**config.mk**
```make
export PLATFORM = sky130hd
export DESIGN_NAME = add_operand_fifo_flat
export DESIGN_NICKNAME = d
export VERILOG_FILES = /design/src/rtl/add_operand_fifo_pkg.sv /design/src/rtl/add_operand_fifo_if.sv /design/src/rtl/add_operand_mem.sv /design/src/rtl/add_operand_fifo.sv /design/src/flat_wrapper.sv
export SDC_FILE = /design/constraint.sdc
export NUM_CORES = 1
export LEC_CHECK = 0
export BUFFER_PORTS_ARGS = -buffer_cell sky130_fd_sc_hd__buf_4
export CORE_ASPECT_RATIO = 1.25
export CORE_UTILIZATION = 53
export CTS_BUF_LIST = sky130_fd_sc_hd__clkbuf_4 sky130_fd_sc_hd__clkbuf_8
export CTS_CLUSTER_SIZE = 24
export DETAILED_ROUTE_END_ITERATION = 6
export PLACE_DENSITY_LB_ADDON = 0.2
export SLEW_MARGIN = 40
export SYNTH_ARGS = -nofsm -noshare
export SYNTH_HDL_FRONTEND = slang
export SYNTH_SLANG_ARGS = --single-unit
```
**constraint.sdc**
```tcl
create_clock -name clk -period 2.2 [get_ports clk]
set_input_delay 0 -clock clk [delete_from_list [all_inputs] [get_ports clk]]
set_output_delay 0 -clock clk [all_outputs]
set_load 0.01 [all_outputs]
```
**src/rtl/add_operand_fifo_pkg.sv**
```systemverilog
// -----------------------------------------------------------------------------
// add_operand_fifo_pkg
// Shared defaults and helpers for the adder operand feeder.
//   DEFAULT_WIDTH : operand width used when a parent does not override it
//   DEFAULT_DEPTH : FIFO entries used when a parent does not override it
//   countWidth()  : occupancy counter width able to hold 0..depth inclusive
// -----------------------------------------------------------------------------
package add_operand_fifo_pkg;

  localparam int DEFAULT_WIDTH = 4;
  localparam int DEFAULT_DEPTH = 4;

  // The counter must represent the full state (count == depth), hence the +1.
  function automatic int countWidth(input int depth);
    return $clog2(depth) + 1;
  endfunction

endpackage

```
**src/rtl/add_operand_fifo_if.sv**
```systemverilog
// -----------------------------------------------------------------------------
// add_operand_if
// Groups the producer handshake and the issue bus towards the adder.
//   in_valid/in_ready/in_a/in_b : producer valid/ready channel carrying (a, b)
//   A/B/en                      : registered operands and issue strobe
// Modports:
//   master : producer/observer side (drives the pair, sees ready and issue)
//   slave  : the FIFO (accepts the pair, drives ready and issue)
// -----------------------------------------------------------------------------
interface add_operand_if
  import add_operand_fifo_pkg::*;
#(
  parameter int WIDTH = DEFAULT_WIDTH
);

  logic             in_valid;
  logic             in_ready;
  logic [WIDTH-1:0] in_a;
  logic [WIDTH-1:0] in_b;
  logic [WIDTH-1:0] A;
  logic [WIDTH-1:0] B;
  logic             en;

  modport master (
    output in_valid, in_a, in_b,
    input  in_ready, A, B, en
  );

  modport slave (
    input  in_valid, in_a, in_b,
    output in_ready, A, B, en
  );

endinterface

```
**src/rtl/add_operand_mem.sv**
```systemverilog
// -----------------------------------------------------------------------------
// add_operand_mem
// DEPTH x 2*WIDTH register array holding buffered operand pairs.
//   clk       : write clock
//   i_wrEn    : write strobe
//   i_wrAddr  : write slot
//   i_wrData  : packed pair {a, b}
//   i_rdAddr  : read slot
//   o_rdData  : combinational read of the addressed slot
// Storage is deliberately not reset; validity is tracked by the owner's count.
// -----------------------------------------------------------------------------
module add_operand_mem
  import add_operand_fifo_pkg::*;
#(
  parameter int WIDTH = DEFAULT_WIDTH,
  parameter int DEPTH = DEFAULT_DEPTH,
  localparam int AW   = $clog2(DEPTH)
) (
  input  logic               clk,
  input  logic               i_wrEn,
  input  logic [AW-1:0]      i_wrAddr,
  input  logic [2*WIDTH-1:0] i_wrData,
  input  logic [AW-1:0]      i_rdAddr,
  output logic [2*WIDTH-1:0] o_rdData
);

  logic [2*WIDTH-1:0] r_mem [DEPTH];

  // Single write port; contents survive reset and flush on purpose.
  always_ff @(posedge clk) begin
    if (i_wrEn) begin
      r_mem[i_wrAddr] <= i_wrData;
    end
  end

  assign o_rdData = r_mem[i_rdAddr];

endmodule

```
**src/rtl/add_operand_fifo.sv**
```systemverilog
// -----------------------------------------------------------------------------
// add_operand_fifo
// Buffers operand pairs from a producer and issues one pair per cycle to the
// registered adder, as registered A/B plus a one-cycle en strobe.
//   clk    : rising-edge clock
//   rst_n  : asynchronous active-low reset
//   bus    : add_operand_if.slave (producer handshake + issue outputs)
//   hold   : downstream stall, blocks issue while high
//   flush  : synchronous clear of all buffered pairs, beats push and pop
//   count  : current occupancy, 0..DEPTH
// There is no fall-through: a pair pushed into an empty FIFO issues one edge
// later, which keeps A/B/en purely registered.
// -----------------------------------------------------------------------------
module add_operand_fifo
  import add_operand_fifo_pkg::*;
#(
  parameter int WIDTH = DEFAULT_WIDTH,
  parameter int DEPTH = DEFAULT_DEPTH,
  localparam int CW   = countWidth(DEPTH)
) (
  input  logic          clk,
  input  logic          rst_n,
  add_operand_if.slave  bus,
  input  logic          hold,
  input  logic          flush,
  output logic [CW-1:0] count
);

  localparam int AW = $clog2(DEPTH);
  localparam logic [CW-1:0] FULL_COUNT = CW'(DEPTH);

  logic [AW-1:0]      r_wrPtr;
  logic [AW-1:0]      r_rdPtr;
  logic [CW-1:0]      r_count;
  logic [WIDTH-1:0]   r_a;
  logic [WIDTH-1:0]   r_b;
  logic               r_en;
  logic               w_push;
  logic               w_pop;
  logic [2*WIDTH-1:0] w_rdData;

  // Ready comes from the registered count only, so a full FIFO refuses a pair
  // even when a pop happens on the same edge; this keeps ready off the pop path.
  assign bus.in_ready = (r_count != FULL_COUNT);

  // Qualified push/pop events; flush suppresses both.
  always_comb begin
    w_push = bus.in_valid && bus.in_ready && !flush;
    w_pop  = (r_count != '0) && !hold && !flush;
  end

  add_operand_mem #(
    .WIDTH (WIDTH),
    .DEPTH (DEPTH)
  ) u_mem (
    .clk      (clk),
    .i_wrEn   (w_push),
    .i_wrAddr (r_wrPtr),
    .i_wrData ({bus.in_a, bus.in_b}),
    .i_rdAddr (r_rdPtr),
    .o_rdData (w_rdData)
  );

  // Pointers and occupancy. DEPTH is a power of two, so the natural AW-bit
  // rollover is the modulo-DEPTH wrap.
  always_ff @(posedge clk or negedge rst_n) begin
    if (!rst_n) begin
      r_wrPtr <= '0;
      r_rdPtr <= '0;
      r_count <= '0;
    end else if (flush) begin
      r_wrPtr <= '0;
      r_rdPtr <= '0;
      r_count <= '0;
    end else begin
      if (w_push) begin
        r_wrPtr <= r_wrPtr + 1'b1;
      end
      if (w_pop) begin
        r_rdPtr <= r_rdPtr + 1'b1;
      end
      r_count <= r_count + CW'(w_push) - CW'(w_pop);
    end
  end

  // Issue register: A/B only move on a pop so the adder inputs stay stable
  // through stalls and flushes; en is a single-cycle strobe per pop.
  always_ff @(posedge clk or negedge rst_n) begin
    if (!rst_n) begin
      r_a  <= '0;
      r_b  <= '0;
      r_en <= 1'b0;
    end else if (w_pop) begin
      r_a  <= w_rdData[2*WIDTH-1:WIDTH];
      r_b  <= w_rdData[WIDTH-1:0];
      r_en <= 1'b1;
    end else begin
      r_en <= 1'b0;
    end
  end

  assign bus.A  = r_a;
  assign bus.B  = r_b;
  assign bus.en = r_en;
  assign count  = r_count;

endmodule

```
**src/flat_wrapper.sv**
```systemverilog
// flat-port wrapper written by rule: the top's interface ports become plain ports
module add_operand_fifo_flat import add_operand_fifo_pkg::*;
#(
  parameter int WIDTH = DEFAULT_WIDTH,
  parameter int DEPTH = DEFAULT_DEPTH,
  localparam int CW   = countWidth(DEPTH)
)
  (clk, rst_n, hold, flush, count, bus_in_valid, bus_in_a, bus_in_b, bus_in_ready, bus_A, bus_B, bus_en);
  add_operand_if #(.WIDTH(WIDTH)) bus_i ();
  input  logic clk;
  input  logic rst_n;
  input  logic hold;
  input  logic flush;
  output logic [CW-1:0] count;
  input wire logic [$bits(bus_i.in_valid)-1:0] bus_in_valid;
  input wire logic [$bits(bus_i.in_a)-1:0] bus_in_a;
  input wire logic [$bits(bus_i.in_b)-1:0] bus_in_b;
  output wire logic [$bits(bus_i.in_ready)-1:0] bus_in_ready;
  output wire logic [$bits(bus_i.A)-1:0] bus_A;
  output wire logic [$bits(bus_i.B)-1:0] bus_B;
  output wire logic [$bits(bus_i.en)-1:0] bus_en;
  assign bus_i.in_valid = bus_in_valid;
  assign bus_i.in_a = bus_in_a;
  assign bus_i.in_b = bus_in_b;
  assign bus_in_ready = bus_i.in_ready;
  assign bus_A = bus_i.A;
  assign bus_B = bus_i.B;
  assign bus_en = bus_i.en;
  add_operand_fifo #(.WIDTH(WIDTH), .DEPTH(DEPTH)) u_core (.clk(clk), .rst_n(rst_n), .bus(bus_i), .hold(hold), .flush(flush), .count(count));
endmodule
```
# After elaboration in Yosys (flattened, before gate mapping)
# Memory sizes are Yosys's and may differ from the RTL's. A register that Yosys moved wholly into a read port is not among the register bits.
# Cells that the tools add are included.
dict set report op_classes {
  eq_ne 1
  reduce_logical 10
  add_sub_neg 4
  mux 8
}
# op count
set ops {}
lappend ops {{2-bit two-way mux} 4}
lappend ops {{2-bit by 1-bit adder with 2-bit output, second input constant} 2}
lappend ops {{1-bit logical AND} 4}
lappend ops {{2-bit nonzero test} 2}
lappend ops {{3-bit by 1-bit adder with 3-bit output} 1}
lappend ops {{1-bit zero test} 3}
lappend ops {{1-bit two-way mux} 3}
lappend ops {{3-bit two-way mux} 1}
lappend ops {{3-bit != test, second input constant} 1}
lappend ops {{3-bit nonzero test} 1}
lappend ops {{3-bit by 1-bit subtractor with 3-bit output} 1}
dict set report totals {
  ramBits 32
  reg_bits 8
  n_memories 1
}
# name words word_bits rd rd_clocked_by_memory_dff write_ports line
set memory_table {}
lappend memory_table {u_core.u_mem.r_mem 4 8 1 1 1 add_operand_mem.sv:27} ;# logic [2*WIDTH-1:0] r_mem [DEPTH];

# Logic depth before layout (Yosys ltp)
# Gate-level depths: netlist (run 1).
dict set report logic_depth {
  depth_word 6
  mapped_depth 11
  mapped_depth_nobuf 10
}

# By module
# Synthesis (run 1) repeated with hierarchy kept, for this count alone.
dict set report hier_totals {
  cells_unflattened 104
  area_unflattened_um2 1941.9
}
# module seq_area_each_um2 n_inst cells_each area_per_inst_um2
set by_module_without_submodules {}
lappend by_module_without_submodules {add_operand_mem 960.9 1 46 1188.6}
lappend by_module_without_submodules {add_operand_fifo 400.4 1 58 753.2}

# Least setup slack after synthesis (run 1)
# Ideal clock, no wire load.
dict set report synth_timing {
  kind {register -> register}
  startpoint {register u_core.r_count[1] (netlist: u_core.count[1])}
  endpoint {register u_core.r_count[2] (netlist: u_core.count[2])}
  required_ns 2.081
  path_slack_ns -0.101
  arrival_time_ns 2.182
  stages_incl_launch_ff 12
  setup_ns 0.119
  period_less_slack_ns 2.301
  path_buffers 1
  cell_sequence {dfrtp_1 > nor3_1 > or3_1 > buf_6 > inv_1 > ha_1 > inv_1 > ha_1 > inv_1 > fa_1 > xnor2_1 > nor2_1}
}
# element line
set synth_rtl {}
lappend synth_rtl {{from (decl)} add_operand_fifo.sv:34} ;# logic [CW-1:0] r_count;
lappend synth_rtl {{from (signal assigned)} add_operand_fifo.sv:82} ;# r_count <= r_count + CW'(w_push) - CW'(w_pop);
lappend synth_rtl {{3-bit nonzero test} add_operand_fifo.sv:49} ;# w_pop = (r_count != '0) && !hold && !flush;
lappend synth_rtl {{1-bit logical AND (2 in a row)} add_operand_fifo.sv:49}
lappend synth_rtl {{via u_core.w_pop} add_operand_fifo.sv:39} ;# logic w_pop;
lappend synth_rtl {{3-bit by 1-bit subtractor with 3-bit output} add_operand_fifo.sv:82}
lappend synth_rtl {{3-bit two-way mux} add_operand_fifo.sv:71} ;# end else if (flush) begin
# The timed path passes the listed nets, and every way through them passes these cells.
# A chain may end at the register's enable or synchronous reset.

# Worst setup path after layout (run 1)
dict set report layout_timing {
  startpoint {register u_core.r_count[2] (netlist: u_core.count[2])}
  endpoint {register u_core.r_count[2] (netlist: u_core.count[2])}
}
# The elaborated chain is that of the path after synthesis.

==> metrics.md, run 1 <==
| Metric | Value |
|---|---|
| First-pass GRT wire length | `5.250 mm` |
| DR vias/cell | `5.351` |
| Detailed Route Iter0 Violations | `31` |
| Multi-input gate area | `566.8 µm²` |
| Fin Setup TNS | `0 ps` |
| Comb pwr share | `29.2%` |
| WP buf/inv | `3` |
| Worst setup margin | `50.80 ps` |
| H-tree levels | `2` |
| Async S/R FF share, synth | `33.33%` |
| Max incr delay on CP | `450 ps` |
| Hold Path Class | `input pin to async pin` |
| Drt drc | `2` |
| Setup WS pre-CTS | `21.24 ps` |
| Critical path capture point type | `flip-flop` |
| R2r startpoint | `u_core.count[2]$_DFF_PN0_` |
| Die ar. | `0.003987 mm²` |
| Sequential fraction of the synthesis area | `68.73%` |
| CP most frequent cell | `inv_1` |
| Lkg Pwr | `0.9802 nW` |
| Internal | `1.789 mW` |
| DRT Wirelength | `3.161 mm` |
| Endpoints failing setup | `0` |
| Status | `finished, violations left` |
| Power Density | `1023 mW/mm²` |
| # rows | `24` |
| NumNets Final | `171` |
| Clock transition at the registers of the reported paths | `80 ps` |
| Initial antenna violation count | `0` |
| Post-Syn Instances | `109` |
| Clock Sinks | `48` |
| Clock Power Share | `20.9%` |
| Synth Flop Type | `edfxtp_1` |
| Crit path from | `u_core.count[2]$_DFF_PN0_` |
| Syn_nets | `129` |
| Global route overflow | `0` |
| Min Tclk post-route | `2149 ps` |
| # fillers | `247` |
| CP Launch Type | `flip-flop` |
| Die height | `70.35 µm` |
| CTS Buf Count | `5` |
| Share of Yosys cell area claimed by the top area cell type | `48.52%` |
| Fraction of layout cells with a size suffix above 1 | `36.84%` |
| Die X | `56.68 µm` |
| Data required, critical path | `2400 ps` |
| RSZ-0062 raised after global routing | `yes` |
| HPWL Detailed | `2.041 mm` |
| Switching Share | `27.97%` |
| CTS root buf | `clkbuf_8` |
| Routed Antenna Nets | `0` |
| DRT Pass-1 Iters | `6` |
| Tcrit/Tclk final | `97.69%` |
| Violated checks | `DRC` |
| Finished Core Util | `68.54%` |
| Worst-margin pin slew | `473.5 ps` |
| Largest net degree at the start of global routing | `17` |
| Worst slew margin | `68.43%` |
| Leading area contributor after synthesis | `edfxtp_1` |
| Port bufs | `25` |
| Final setup skew | `6.758 ps` |
| Total GRT Usage | `18.89%` |
| CTS max path bufs | `2` |
| Fmax | `465.3 MHz` |
| Final Max Tran Viols | `0` |
| Area contributors post-synth | `edfxtp_1 49%, dfrtp_1 20%, mux4_2 8.0%` |
| Postcts setup bufs | `0` |
| Final Power | `2.484 mW` |
| Core area | `0.003543 mm²` |
| Psw | `694.8 µW` |
| Routed len/inst | `16.55 µm` |
| Sequential Power Share | `49.9%` |
| CP max FO | `5` |
| Mapped Area | `0.001981 mm²` |
| CP Cell Sequence | `nor3_4, or3_1, inv_1, ha_1, inv_1, ha_1, inv_1, fa_1, xnor2_2, nor2_1` |
| Synthesized flop and latch total | `48` |
| Avg Cell Area, Syn | `18.17 µm²` |
| IO Count | `26` |
| VDD IR max | `0.6288 mV` |
| FF+latch area | `0.001365 mm²` |
| Clk_lat worst skew | `300 ps` |
| Gpl congestion | `0.6581` |
| Worst path slowest cell | `dfrtp_2` |
| Netlist cell types | `24` |
| Vias in the first global route | `1102` |
| Vias | `1022` |
| Number of synthesized flops with an enable pin | `32` |
| Worst EP arrival | `2350 ps` |
| Initial Util | `55.90%` |
| Final hold vios | `0` |
| Syn. warnings | `0` |
| Clock tree from TritonCTS | `built` |
| N_diodes | `0` |
| Area Overhead vs Synth | `22.62%` |
| Max-Cap Viols | `0` |
| CP top delay family | `adder cells` |
| Critical Setup Path Class | `flip-flop to flip-flop` |
## worst register-to-register path: stages, from the launching register on
cell	delay, ps
dfrtp_2	450
nor3_4	240
or3_1	150
inv_1	60
ha_1	270
inv_1	70
ha_1	140
inv_1	50
fa_1	400
xnor2_2	170
nor2_1	50
## area by class of cell
class / instances / share of cell area (%)
clock buffers: 6 / 3.143
multi-input cells: 48 / 23.34
inverters: 9 / 1.391
clock inverters: 2 / 0.5152
well taps: 39 / 2.009
repair buffers: 39 / 13.40
flip-flops and latches: 48 / 56.21
## metal layers
layer / track usage [%] / vias up / share of wire (%)
met5: 0 / - / 0
met4: 9.722 / 0 / 1.6
met3: 5.556 / 6 / 3.4
met2: 30.95 / 20 / 55
met1: 22.43 / 510 / 40
li1: - / 486 / -
## power by group through the flow
stage | clock network, mW | registers (mW) | logic [mW]
floorplan | 0 | 1.25 | 0.424
global placement | 0 | 1.25 | 0.658
global route | 0.564 | 1.26 | 0.785
CTS | 0.532 | 1.23 | 0.709
finish | 0.519 | 1.24 | 0.725
detailed placement | 0 | 1.25 | 0.686
## layout by cell type, fill, tap and decap left out, drive strengths merged
master / n
a21oi: 4
and2: 4
and2b: 1
buf: 26
clkbuf: 6
clkinv: 1
clkinvlp: 1
dfrtp: 16
dlygate4sd3: 13
edfxtp: 32
fa: 1
ha: 6
inv: 9
mux2: 8
mux4: 8
nand3: 2
nor2: 2
nor3: 2
nor3b: 1
o21ai: 3
o31ai: 1
or3: 2
or4: 1
xnor2: 1
xor2: 1
## synthesized netlist by cell type (2+ instances only)
cell type	count
edfxtp_1	32
dfrtp_1	16
inv_1	8
mux2_4	8
mux4_2	7
ha_1	6
a21oi_1	4
and2_1	4
buf_6	3
o21ai_0	3
nand3_1	2
nor2_1	2
nor3_1	2
or3_1	2
## registers in the layout (all words and copies together) (netlist names)
signal and flops:
u_core.bus.A 4, u_core.bus.B 4, u_core.bus.en 1, u_core.count 3
u_core.r_rdPtr 2, u_core.r_wrPtr 2, u_core.u_mem.r_mem 32
## worst paths after layout
check / end / slack (ps) / depth (start not counted)
worst min-delay path: u_core.bus.en$_DFF_PN0_ / 100 / 2
max in group asynchronous: u_core.count[2]$_DFF_PN0_ / 1900 / 2
worst min register to register: u_core.bus.A[2]$_DFFE_PN0P_ / 520 / 1
worst max-delay path: u_core.count[2]$_DFF_PN0_ / 50 / 10
worst max register to register: u_core.count[2]$_DFF_PN0_ / 50 / 10
min in group clk: u_core.u_mem.r_mem[0][2]$_DFFE_PP_ / 440 / 2
## stage by stage
step | instances | instance area (µm²) | hold WS (ps)
final | 191 | 2429 | 97.17
after global routing | 191 | 2429 | 103.7
after CTS | 191 | 2411 | 82.72
after detailed placement | 170 | 2192 | -120.8
after global placement | 170 | 2192 | -127.0
after floorplan | 109 | 1986 | -295.6
## kinds of logic (layout without fill, tap and decap cells)
| group | after synthesis | after routing | share of synthesized area, % |
|---|---|---|---|
| AO/OA/AOI/OAI | 8 | 8 | 2.148 |
| buffers and inverters | 13 | 56 | 3.600 |
| adder cells (fa/ha/maj) | 7 | 7 | 4.801 |
| flip-flops | 48 | 48 | 68.73 |
| XOR/XNOR | 2 | 2 | 0.8846 |
| AND/OR/NAND/NOR | 15 | 15 | 4.485 |
| multiplexers | 16 | 16 | 15.35 |
## what timing repair did
action                                  4_1_cts  5_1_grt
hold endpoints to repair                     55        0
endpoints found under the setup margin        0        2
hold buffers                                 13        0
gates resized for setup                       0        5
No activity file was read; power rests on OpenSTA's default activity.
==> inputs of run 2 (changes only) <==
- CORE_ASPECT_RATIO: 1.25 -> 1.2
- CORE_UTILIZATION: 53 -> 55
- RECOVER_POWER: not set -> 50
- clock period: 2.2 -> 2.6 ns (I/O delays scaled with it)
==> metrics.md, run 2 (synthesis gave the netlist of run 1 again) <==
| Metric | Value |
|---|---|
| Status | `finished, violations left` |
| Violated checks | `DRC` |
| IO Count | `26 (unchanged)` |
| DRT Wirelength | `3.190 mm (+0.92%)` |
| Largest net degree at the start of global routing | `17 (unchanged)` |
| Hold Path Class | `input pin to async pin` |
| Min Tclk post-route | `2342 ps (+192.7 ps)` |
| Initial Util | `58.33% (+2.4 points)` |
| Most flops, register | `u_core.u_mem.r_mem` |
| Vias in the first global route | `1046 (-5.1%)` |
| Setup WS pre-CTS | `286.0 ps (+264.8 ps)` |
| Drt drc | `4 (+2)` |
| Finished Core Util | `70.52% (+2.0 points)` |
| DRT Pass-1 Iters | `6 (unchanged)` |
| Clock Sinks | `48 (unchanged)` |
| Final hold vios | `0 (unchanged)` |
| Max-Cap Viols | `0 (unchanged)` |
| Clock transition at the registers of the reported paths | `90 ps (about the same)` |
| # rows | `23 (-4.2%)` |
| Fmax | `427.0 MHz (-8.2%)` |
| Worst path slowest cell | `dfrtp_1` |
| Die ar. | `0.003846 mm² (-3.5%)` |
| First-pass GRT wire length | `5.002 mm (-4.7%)` |
| Final setup skew | `9.722 ps (+2.964 ps)` |
| VDD IR max | `0.5090 mV (-19%)` |
| Vias | `1051 (+2.8%)` |
| Critical path capture point type | `flip-flop` |
| Worst setup margin | `258.1 ps (+207.3 ps)` |
| Clock Power Share | `28.6% (+7.7 points)` |
| Data required, critical path | `2790 ps (+390 ps)` |
| Die X | `56.78 µm (+0.19%)` |
| Critical Setup Path Class | `flip-flop to flip-flop` |
| Die height | `67.74 µm (-3.7%)` |
| Clock tree from TritonCTS | `built` |
| Power Density | `927.9 mW/mm² (-9.3%)` |
| N_diodes | `0 (unchanged)` |
| Comb pwr share | `24.6% (-4.6 points)` |
| CP Launch Type | `flip-flop` |
| CP max FO | `5 (unchanged)` |
| CTS Buf Count | `5 (unchanged)` |
| Sequential Power Share | `46.8% (-3.1 points)` |
| Fin cells | `189 (-1.0%)` |
| Internal | `1.648 mW (-7.9%)` |
| Port bufs | `25 (unchanged)` |
| Gpl congestion | `0.7396 (+12%)` |
| Switching Share | `25.85% (-2.1 points)` |
| HPWL Detailed | `2.075 mm (+1.6%)` |
| RSZ-0062 raised after global routing | `no` |
| # fillers | `238 (-3.6%)` |
| CP top delay family | `adder cells` |
| Global route overflow | `0 (unchanged)` |
| Placed insts | `168 (-1.2%)` |
| WP buf/inv | `3 (unchanged)` |
| Postcts setup bufs | `0 (unchanged)` |
| NumNets Final | `171 (unchanged)` |
| Max incr delay on CP | `470 ps (+20 ps)` |
| CTS max path bufs | `2 (unchanged)` |
| CP Cell Sequence | `nor3_1, or3_1, inv_1, ha_1, inv_1, ha_1, inv_1, fa_1, xnor2_1, nor2_1` |
| Fin Setup TNS | `0 ps (unchanged)` |
| Final Max Tran Viols | `0 (unchanged)` |
| Area Overhead vs Synth | `20.91%` |
| CTS root buf | `clkbuf_8` |
| Detailed Route Iter0 Violations | `34 (+9.7%)` |
| Worst slew margin | `39.93% (-29 points)` |
| Core area | `0.003396 mm² (-4.2%)` |
| DR vias/cell | `5.561 (+3.9%)` |
| Routed len/inst | `16.88 µm (+2.0%)` |
| Total GRT Usage | `18.34% (-0.56 points)` |
| Psw | `574.5 µW (-17%)` |
| Routed Antenna Nets | `0 (unchanged)` |
| Lkg Pwr | `0.9462 nW (-3.5%)` |
| H-tree levels | `2 (unchanged)` |
| Commonest non-fill, non-tap cell in the layout | `edfxtp_1` |
| Fraction of layout cells with a size suffix above 1 | `23.68% (-13 points)` |
| Worst EP arrival | `2530 ps (+180 ps)` |
| Tcrit/Tclk final | `90.08% (-7.6 points)` |
| Endpoints failing setup | `0 (unchanged)` |
| Final Power | `2.222 mW (-11%)` |
| Commonest cells after routing, fill and taps aside | `32 x edfxtp_1, 16 x dfrtp_1, 15 x clkbuf_1, 13 x dlygate4sd3_1, 11 x buf_4` |
| Clk_lat worst skew | `300 ps (about the same)` |
| Initial antenna violation count | `0 (unchanged)` |
| Worst-margin pin slew | `901.1 ps (+427.6 ps)` |
| CP most frequent cell | `inv_1` |
| Max reg flops | `32 (unchanged)` |
-- run 2: changes by cell type in the layout (fill, tap and decap cells not counted), sizes merged --
cell,change
buf,-15
bufinv,+2
clkinv,-1
clkinvlp,-1
clkbuf,+15
-- run 2: power groups by stage --
stage          logic [mW]  registers (mW)  clock network [mW]
6_report            0.547            1.04               0.635
5_1_grt             0.594            1.06               0.664
4_1_cts             0.590            1.04               0.639
3_5_place_dp        0.565            1.06                   0
3_3_place_gp        0.550            1.05                   0
2_1_floorplan       0.356            1.05                   0
-- run 2: what timing repair did --
item                       CTS  global route
setup endpoints to repair    0             0
hold endpoints to repair    54             0
hold buffers                13             0
gates resized for setup      0             0
-- run 2: area by class of cell --
cell class	count	area [µm²]	area share, %
sequential	48	1361	56.84
multi-input combinational	48	548.0	22.88
timing repair buffer	39	269.0	11.23
clock buffer	6	76.32	3.187
clock inverter	2	60.06	2.508
tap	37	46.29	1.933
inverter	9	33.78	1.411
-- run 2: path summary, 6_finish.rpt --
| path | startpoint | to | slack (ps) | cells after the start |
|---|---|---|---|---|
| hold / removal | rst_n | u_core.bus.B[2]$_DFFE_PN0P_ | 340 | 2 |
| min in group clk | flush | u_core.count[2]$_DFF_PN0_ | 470 | 3 |
| hold reg to reg | u_core.bus.A[0]$_DFFE_PN0P_ | u_core.bus.A[0]$_DFFE_PN0P_ | 510 | 1 |
| setup / recovery | u_core.count[1]$_DFF_PN0_ | u_core.count[2]$_DFF_PN0_ | 260 | 10 |
| max in group asynchronous | rst_n | u_core.bus.A[1]$_DFFE_PN0P_ | 1700 | 2 |
| setup reg to reg | u_core.count[1]$_DFF_PN0_ | u_core.count[2]$_DFF_PN0_ | 260 | 10 |
-- run 2: metal layers --
layer / global-route usage (%) / up-vias / part of all wire [%]
met1: 22.12 / 539 / 41
met2: 32.74 / 24 / 55
met4: 7.622 / 0 / 1.1
met5: 0 / - / 0
li1: - / 484 / -
met3: 3.448 / 4 / 2.9
-- run 2: per-stage QoR --
stage               hold WS (ps)  instance area [µm²]
floorplan                 -295.6                 1981
global placement          -129.6                 2185
detailed placement        -122.7                 2185
CTS                        98.07                 2451
global route               457.2                 2395
finish                     340.2                 2395
==> inputs of run 3 (changes only) <==
- RECOVER_POWER: 50 -> not set
==> metrics.md, run 3 (synthesis gave the netlist of run 1 again) <==
| Metric | Value |
|---|---|
| Status | `finished, violations left` |
| Violated checks | `DRC` |
| CP Cell Sequence | `nor3_1, or3_1, inv_1, ha_1, inv_1, ha_1, inv_1, fa_1, xnor2_1, nor2_1` |
| NumNets Final | `171 (unchanged)` |
| Fmax | `427.0 MHz (about the same)` |
| Finished Core Util | `72.18% (+1.7 points)` |
| Area Overhead vs Synth | `23.75%` |
| H-tree levels | `2 (unchanged)` |
| Detailed Route Iter0 Violations | `42 (+24%)` |
| Final Max Tran Viols | `0 (unchanged)` |
| Most flops, register | `u_core.u_mem.r_mem` |
| Met1 usage | `22.12% (unchanged)` |
| Dpl cell area | `0.002185 mm² (unchanged)` |
| Global route overflow | `0 (unchanged)` |
| IO Count | `26 (unchanged)` |
| Busiest layer in global routing | `met2` |
| Max incr delay on CP | `470 ps (about the same)` |
| Max reg flops | `32 (unchanged)` |
| Worst slew margin | `58.20% (+18 points)` |
| GR Util met2 | `32.74% (unchanged)` |
| Largest net degree at the start of global routing | `17 (unchanged)` |
| Fin Setup TNS | `0 ps (unchanged)` |
| Hold Path Class | `input pin to async pin` |
| DRT Pass-1 Iters | `6 (unchanged)` |
| Gpl congestion | `0.7396 (unchanged)` |
| Hold buffers post-CTS | `13 (unchanged)` |
| Clk_lat worst skew | `300 ps (about the same)` |
| Data required, critical path | `2790 ps (about the same)` |
| Commonest non-fill, non-tap cell in the layout | `edfxtp_1` |
| Core area | `0.003396 mm² (unchanged)` |
| CP max FO | `5 (unchanged)` |
| Endpoints failing setup | `0 (unchanged)` |
| Critical Setup Path Class | `flip-flop to flip-flop` |
| Finished Cell Area | `0.002451 mm² (+2.4%)` |
| # rows | `23 (unchanged)` |
| CP Launch Type | `flip-flop` |
| Final setup skew | `9.618 ps (-0.1038 ps)` |
| Min Tclk post-route | `2342 ps (-0.02600 ps)` |
| DRT Wirelength | `3.199 mm (+0.28%)` |
| Routed len/inst | `16.93 µm (+0.28%)` |
| Clock transition at the registers of the reported paths | `90 ps (about the same)` |
| Internal | `1.687 mW (+2.4%)` |
| Final hold vios | `0 (unchanged)` |
| Clock Power Share | `28.0% (-0.6 points)` |
| Lkg Pwr | `1.001 nW (+5.8%)` |
| Power Density | `923.6 mW/mm² (-0.46%)` |
| Die X | `56.78 µm (unchanged)` |
| Die height | `67.74 µm (unchanged)` |
| DR vias/cell | `5.540 (-0.38%)` |
| Postcts setup bufs | `0 (unchanged)` |
| RSZ-0062 raised after global routing | `no` |
| CTS root buf | `clkbuf_8` |
| M3 GR Usage | `3.448% (unchanged)` |
| Die ar. | `0.003846 mm² (unchanged)` |
| Initial Util | `58.33% (unchanged)` |
| Comb pwr share | `25.9% (+1.3 points)` |
| Clock tree from TritonCTS | `built` |
| Commonest cells after routing, fill and taps aside | `32 x edfxtp_1, 26 x buf_4, 16 x dfrtp_1, 13 x dlygate4sd3_1` |
| Vias | `1047 (-0.38%)` |
| CP most frequent cell | `inv_1` |
| VDD IR max | `0.5106 mV (+0.30%)` |
| Tcrit/Tclk final | `90.07% (about the same)` |
| Clock Sinks | `48 (unchanged)` |
| Sequential Power Share | `46.1% (-0.7 points)` |
| Initial antenna violation count | `0 (unchanged)` |
| Drt drc | `4 (unchanged)` |
| Routed Antenna Nets | `0 (unchanged)` |
| Worst EP arrival | `2530 ps (about the same)` |
| Switching Share | `25.47% (-0.39 points)` |
| Fraction of layout cells with a size suffix above 1 | `33.55% (+9.9 points)` |
| Vias in the first global route | `1046 (unchanged)` |
| Total GRT Usage | `18.34% (unchanged)` |
| CTS Buf Count | `5 (unchanged)` |
| Critical path capture point type | `flip-flop` |
| Port bufs | `25 (unchanged)` |
| Max-Cap Viols | `0 (unchanged)` |
| CTS max path bufs | `2 (unchanged)` |
| Worst-margin pin slew | `627.0 ps (-274.1 ps)` |
| Psw | `576.6 µW (+0.36%)` |
| First-pass GRT wire length | `5.002 mm (unchanged)` |
| WHS | `94.80 ps (-245.4 ps)` |
| Worst path slowest cell | `dfrtp_1` |
| Post-cts repair resize count | `0 (unchanged)` |
| HPWL Detailed | `2.075 mm (unchanged)` |
| N_diodes | `0 (unchanged)` |
## run 3: changes by cell type in the layout (fill, tap and decap cells not counted), sizes merged
cell / change
buf: +15
clkbuf: -15
## run 3: path summary, 6_finish.rpt
check / endpoint / depth (start not counted) / slack [ps] / startpoint
max in group asynchronous: u_core.bus.A[1]$_DFFE_PN0P_ / 2 / 2310 / rst_n
min in group clk: u_core.u_mem.r_mem[2][3]$_DFFE_PP_ / 2 / 440 / bus_in_b[3]
max reg2reg: u_core.count[2]$_DFF_PN0_ / 10 / 260 / u_core.count[1]$_DFF_PN0_
max: u_core.count[2]$_DFF_PN0_ / 10 / 260 / u_core.count[1]$_DFF_PN0_
min reg2reg: u_core.bus.A[0]$_DFFE_PN0P_ / 1 / 520 / u_core.bus.A[0]$_DFFE_PN0P_
min: u_core.bus.B[2]$_DFFE_PN0P_ / 2 / 90 / rst_n
## run 3: power groups by stage
stage	logic, mW	clock network, mW	registers [mW]
after floorplan	0.356	0	1.05
after global placement	0.550	0	1.05
after detailed placement	0.565	0	1.06
after CTS	0.590	0.639	1.04
after global routing	0.633	0.664	1.06
final	0.586	0.635	1.04
## run 3: critical path, delay by kind of cell, from the launching register on
family | cells | cell delay [ps]
buffers and inverters | 3 | 170
adder cells (fa/ha/maj) | 3 | 760
AND/OR/NAND/NOR | 3 | 680
flip-flops | 1 | 470
XOR/XNOR | 1 | 170
## run 3: final cells by class
class | instances | area [µm²]
Clock buffer | 6 | 76.32
Clock inverter | 2 | 60.06
Fill cell | 211 | 944.7
Multi-Input combinational cell | 48 | 548.0
Tap cell | 37 | 46.29
Timing Repair Buffer | 39 | 325.3
Sequential cell | 48 | 1361
Inverter | 9 | 33.78
## run 3: per-layer routing
| layer | vias up | share of wire [%] |
|---|---|---|
| met2 | 26 | 54 |
| met4 | 0 | 1.3 |
| li1 | 485 | - |
| met3 | 6 | 2.8 |
| met5 | - | 0 |
| met1 | 530 | 41 |
## run 3: metrics by stage
stage               power [mW]  cells  worst slack (ps)
finish                   2.264    189             258.1
global route             2.359    189             131.9
CTS                      2.271    189             266.3
detailed placement       1.624    168             286.0
global placement         1.600    168             420.4
floorplan                1.409    109             299.0
